$ cat src/rtl/ram_arb_pkg.sv
// Shared definitions for the two-port RAM arbiter: FSM encoding, port ids
// and default bus widths.
package ram_arb_pkg;

  localparam int AW_DEFAULT = 32;
  localparam int DW_DEFAULT = 32;

  typedef enum logic [1:0] {
    IDLE   = 2'd0,
    ACCESS = 2'd1,
    RDATA  = 2'd2
  } arb_state_t;

  localparam logic PORT0 = 1'b0;
  localparam logic PORT1 = 1'b1;

endpackage

$ cat src/rtl/rr_arb2.sv
// Two-way winner select with a registered "last winner" pointer. In
// round-robin mode a tie goes to the port that did not win last time; in
// fixed mode port 0 always wins a tie. The pointer starts at port 1 so
// port 0 takes the first tie after reset.
module rr_arb2
  import ram_arb_pkg::*;
#(
  parameter int FIXED_PRIO = 0
) (
  input  logic clk,
  input  logic rst,
  input  logic i_req0,
  input  logic i_req1,
  input  logic i_take,
  output logic o_winner,
  output logic o_any
);

  logic r_last;

  // Pick the winner from the current requests and the last-winner pointer
  always_comb begin
    o_any    = i_req0 | i_req1;
    o_winner = PORT0;
    if (i_req0 && i_req1) begin
      o_winner = (FIXED_PRIO != 0) ? PORT0 : ~r_last;
    end else if (i_req1) begin
      o_winner = PORT1;
    end
  end

  // Remember who won whenever a grant is actually taken
  always_ff @(posedge clk) begin
    if (rst) begin
      r_last <= PORT1;
    end else if (i_take) begin
      r_last <= o_winner;
    end
  end

endmodule

$ cat src/rtl/ram_arbiter.sv
// Shares one single-port synchronous RAM between two requesters. A grant
// pulses in the IDLE cycle whose clock edge latches the request; the RAM is
// then driven for one cycle (write) or two cycles (read, the second one
// holding the address while the RAM output is captured). Completion is
// signalled with a one-cycle wdone/rvalid pulse to the owning port, which
// coincides with IDLE so the next grant can happen in that same cycle.
module ram_arbiter
  import ram_arb_pkg::*;
#(
  parameter int AW         = AW_DEFAULT,
  parameter int DW         = DW_DEFAULT,
  parameter int FIXED_PRIO = 0
) (
  input  logic          clk,
  input  logic          rst,
  input  logic          req0,
  input  logic          req1,
  input  logic          we0,
  input  logic          we1,
  input  logic [AW-1:0] addr0,
  input  logic [AW-1:0] addr1,
  input  logic [DW-1:0] wdata0,
  input  logic [DW-1:0] wdata1,
  output logic          gnt0,
  output logic          gnt1,
  output logic          rvalid0,
  output logic          rvalid1,
  output logic          wdone0,
  output logic          wdone1,
  output logic [DW-1:0] rdata,
  output logic          busy,
  output logic          ram_cen,
  output logic          ram_wen,
  output logic [AW-1:0] ram_addr,
  output logic [DW-1:0] ram_din,
  input  logic [DW-1:0] ram_dout
);

  arb_state_t    r_state;
  arb_state_t    w_nextState;
  logic          w_winner;
  logic          w_anyReq;
  logic          w_take;
  logic          r_we;
  logic          r_owner;
  logic [AW-1:0] r_addr;
  logic [DW-1:0] r_wdata;
  logic [DW-1:0] r_rdata;
  logic          r_wdone0;
  logic          r_wdone1;
  logic          r_rvalid0;
  logic          r_rvalid1;

  rr_arb2 #(
    .FIXED_PRIO(FIXED_PRIO)
  ) u_rr_arb2 (
    .clk     (clk),
    .rst     (rst),
    .i_req0  (req0),
    .i_req1  (req1),
    .i_take  (w_take),
    .o_winner(w_winner),
    .o_any   (w_anyReq)
  );

  // Next-state and RAM control; the RAM bus is forced to 0 whenever cen is low
  always_comb begin
    w_nextState = r_state;
    w_take      = 1'b0;
    ram_cen     = 1'b0;
    ram_wen     = 1'b0;
    ram_addr    = '0;
    ram_din     = '0;
    case (r_state)
      IDLE: begin
        if (w_anyReq && !rst) begin
          w_take      = 1'b1;
          w_nextState = ACCESS;
        end
      end
      ACCESS: begin
        ram_cen     = 1'b1;
        ram_wen     = r_we;
        ram_addr    = r_addr;
        ram_din     = r_wdata;
        w_nextState = r_we ? IDLE : RDATA;
      end
      RDATA: begin
        ram_cen     = 1'b1;
        ram_addr    = r_addr;
        w_nextState = IDLE;
      end
      default: w_nextState = IDLE;
    endcase
  end

  // State register, request latch, completion pulses and read capture
  always_ff @(posedge clk) begin
    if (rst) begin
      r_state   <= IDLE;
      r_we      <= 1'b0;
      r_owner   <= PORT0;
      r_addr    <= '0;
      r_wdata   <= '0;
      r_rdata   <= '0;
      r_wdone0  <= 1'b0;
      r_wdone1  <= 1'b0;
      r_rvalid0 <= 1'b0;
      r_rvalid1 <= 1'b0;
    end else begin
      r_state   <= w_nextState;
      r_wdone0  <= 1'b0;
      r_wdone1  <= 1'b0;
      r_rvalid0 <= 1'b0;
      r_rvalid1 <= 1'b0;
      if (w_take) begin
        r_owner <= w_winner;
        r_we    <= (w_winner == PORT1) ? we1 : we0;
        r_addr  <= (w_winner == PORT1) ? addr1 : addr0;
        r_wdata <= (w_winner == PORT1) ? wdata1 : wdata0;
      end
      if (r_state == ACCESS && r_we) begin
        r_wdone0 <= (r_owner == PORT0);
        r_wdone1 <= (r_owner == PORT1);
      end
      if (r_state == RDATA) begin
        r_rdata   <= ram_dout;
        r_rvalid0 <= (r_owner == PORT0);
        r_rvalid1 <= (r_owner == PORT1);
      end
    end
  end

  assign gnt0    = w_take && (w_winner == PORT0);
  assign gnt1    = w_take && (w_winner == PORT1);
  assign wdone0  = r_wdone0;
  assign wdone1  = r_wdone1;
  assign rvalid0 = r_rvalid0;
  assign rvalid1 = r_rvalid1;
  assign rdata   = r_rdata;
  assign busy    = (r_state != IDLE);

endmodule

$ cat config.mk
export PLATFORM = sky130hd
export DESIGN_NAME = ram_arbiter
export DESIGN_NICKNAME = d
export VERILOG_FILES = /design/src/rtl/ram_arb_pkg.sv /design/src/rtl/rr_arb2.sv /design/src/rtl/ram_arbiter.sv
export SDC_FILE = /design/constraint.sdc
export NUM_CORES = 1
export LEC_CHECK = 0
export BUFFER_PORTS_ARGS = -buffer_cell sky130_fd_sc_hd__buf_2
export CAP_MARGIN = 10
export CORE_AREA = 5 5 98 123
export DETAILED_ROUTE_END_ITERATION = 12
export DIE_AREA = 0 0 103 128
export PLACE_DENSITY = 0.95
export SLEW_MARGIN = 20
export SYNTH_ARGS = -nofsm -noshare
export SYNTH_HDL_FRONTEND = slang
export SYNTH_SLANG_ARGS = --single-unit
$ cat constraint.sdc
create_clock -name clk -period 2.7 [get_ports clk]
set_clock_uncertainty 0.1 [all_clocks]
set_input_delay 0.27 -clock clk [delete_from_list [all_inputs] [get_ports clk]]
set_output_delay 0.27 -clock clk [all_outputs]
set_load 0.02 [all_outputs]
==> results.py <==
metrics = {
    "timing": {
        "tightest_slew_ps": 601,
        "drv_slew": 0,
        "timing.fmax_mhz": 462,
        "finalSetupViolCount": 0,
        "final-hold-violation-count": 0,
        "period_share_pct": 80.1,
        "finalSetupTns_ps": 0,
        "rsz0062_at_grt": "false",
        "relSlewSlack_pct": 59.9,
        "fin_crit_ps": 2160,
    },
    "place": {
        "hpwl_um": 11400,
        "dp_cells": 942,
        "port_buffers": 270,
        "gp_congestion": 0.854,
        "placed_area_sq_mm": 0.00652,
    },
    "worst_setup_path": {
        "criticalPathCategory": "flip-flop to output port",
        "worstSetupStartpointType": "flip-flop",
        "worstPathRequired_ps": 2330,
        "critPathCaptureType": "output port",
        "cp_max_fo": 27,
        "cp_data_arrival_time_ps": 1790,
    },
    "clocking": {
        "hold_buffers": 0,
        "clk_latency_ps": 330,
        "clock_path_buffers": 2,
        "numCtsBuffers": 9,
        "postCtsSetupBuffers": 0,
        "post_cts_resized": 0,
        "cts_tree": "yes",
        "clk_transition_reported_paths_ps": 70,
        "root_buffer": "clkbuf_16",
        "cts-htree-levels": 3,
        "cts_sinks": 105,
    },
    "global_route": {
        "grt_antenna_before_repair": 0,
        "grt_first_pass_wirelength_um": 24000,
        "busiest_layer": "met2",
        "grt_max_degree": 106,
        "grt_util_met3_pct": 5.23,
        "grt_pass1_vias": 5084,
        "track_usage_pct": 22.6,
        "grt-ovfl-total": 0,
        "met2_usage_pct": 39.6,
        "met1_usage_pct": 26.2,
    },
    "synthesis": {
        "yosysWarningCount": 0,
        "avgSynthCellArea_sq_um": 8.85,
        "synth_nets": 753,
        "ys.flop_type": "dfxtp_1",
        "syn_inst": 583,
        "synth_cell_types": 28,
        "synth-seq-area-share_pct": 40.7,
        "synth_edf_count": 0,
        "netlist_area_sq_mm": 0.00516,
        "synth_seq_cells": 105,
        "synthArstFlopShare_pct": 0,
    },
    "floorplanning": {
        "fp.dieH_um": 128,
        "core_area_sq_mm": 0.0109,
        "initial_core_util_pct": 47.5,
        "dieArea_sq_mm": 0.0132,
        "rows": 43,
        "die-width_um": 103,
        "num_io_pins": 271,
    },
    "cells_and_area": {
        "nFillCells": 939,
        "fin_cells": 958,
        "layout_common_cells": "269 x buf_2, 134 x nand2_1, 105 x dfxtp_1",
        "syn_to_final_growth_pct": 31.6,
        "postLayoutCoreUtil_pct": 62.5,
        "antenna_cells": 0,
        "drive_gt1_share_pct": 43.3,
        "nets": 988,
        "final_area_sq_mm": 0.00679,
        "layout_commonest_cell": "buf_2",
    },
    "drt": {
        "vias": 5132,
        "vias_per_cell": 5.36,
        "first_iter_violations": 257,
        "first_pass_iters": 4,
        "drc": 0,
        "ant_nets": 0,
        "wirelength_um": 15700,
        "wl_per_cell_um": 16.4,
    },
    "job": {
        "drv_cap": 0,
    },
    "power_and_ir_drop": {
        "power_leakage_uw": 0.00315,
        "powerDensity_mw_per_mm2": 592,
        "ir_worst_vdd_mv": 0.292,
        "total_power_uw": 4020,
    },
    "worst_hold_path": {
        "hold_class": "primary input to flip-flop",
    },
    "run_status": {
        "status": "finished clean",
    },
}
[through the flow]
stage | hold WS [ps] | worst slack, ps
after global routing | 69.3 | 375
after floorplan | 317 | 1010
after CTS | 58.2 | 514
final | 68.8 | 536
after detailed placement | 372 | 862
after global placement | 363 | 945
[area by class of cell]
cell class                 instances  area (sq um)  area share (%)
sequential                       105          2100            30.9
clock inverter                     6          43.8           0.645
timing repair buffer             283          1480            21.7
tap                              135           169            2.49
multi-input combinational        415          2760            40.6
clock buffer                      10           229            3.37
inverter                           4          15.0           0.221
[power by group]
group | internal, uW | total (uW) | leakage, uW | switching [uW]
Clock | 628 | 1200 | 0.000121 | 577
Sequential | 1690 | 1760 | 0.000861 | 73.2
Combinational | 426 | 1050 | 0.00216 | 629
[routing by layer]
| metal | wire (um) | part of all wire, % |
|---|---|---|
| met3 | 1440 | 9.1 |
| met5 | 0 | 0 |
| met4 | 378 | 2.4 |
| met1 | 5890 | 37 |
| met2 | 8020 | 51 |
[flip-flops by register name, indices dropped and copies added (netlist names)]
| signal | cells |
|---|---|
| r_we | 1 |
| u_rr_arb2.r_last | 1 |
| wdone0 | 1 |
| r_addr | 32 |
| r_state | 2 |
| r_owner | 1 |
| r_wdata | 32 |
| rvalid0 | 1 |
| wdone1 | 1 |
| rdata | 32 |
| rvalid1 | 1 |
[final timing paths]
kind / start / end / slack (ps) / depth (start not counted)
hold reg to reg: r_state[0]$_SDFFE_PP0P_ / r_state[0]$_SDFFE_PP0P_ / 380 / 2
setup / recovery: r_state[0]$_SDFFE_PP0P_ / ram_addr[25] / 540 / 5
hold / removal: ram_dout[2] / rdata[2]$_SDFFE_PP0N_ / 70 / 3
setup reg to reg: r_state[0]$_SDFFE_PP0P_ / r_wdata[15]$_SDFFE_PP0P_ / 830 / 6
[synth_stat cells, types with 2 or more instances]
cell	n	area share [%]
buf_2	20	1.9
a311oi_1	15	2.5
clkbuf_1	29	2.1
a311oi_2	50	15
nand2_1	134	9.7
buf_4	2	0.29
a21oi_1	67	6.5
and2_1	65	7.9
mux2i_1	32	6.2
ha_1	4	0.97
buf_6	7	1.5
inv_1	4	0.29
nor3b_1	3	0.44
nor2_1	33	2.4
dfxtp_1	105	41
[kinds of logic (layout without fill, tap and decap cells)]
| group | count (synthesis) | after routing | synth area share [%] |
|---|---|---|---|
| and+or+nand+nor | 241 | 241 | 21.3 |
| AOI/OAI and AO/OA | 138 | 138 | 24.6 |
| DFF | 105 | 105 | 40.7 |
| buffers and inverters | 63 | 303 | 6.23 |
| muxes | 32 | 32 | 6.21 |
| adders and majority gates | 4 | 4 | 0.970 |
[critical path: stages, from the launching register on]
cell     delay [ps]
dfxtp_1         350
inv_1            90
ha_1            390
buf_4           280
and2_1          180
buf_2           160
Note: power is estimated with default switching activity, not from simulation.
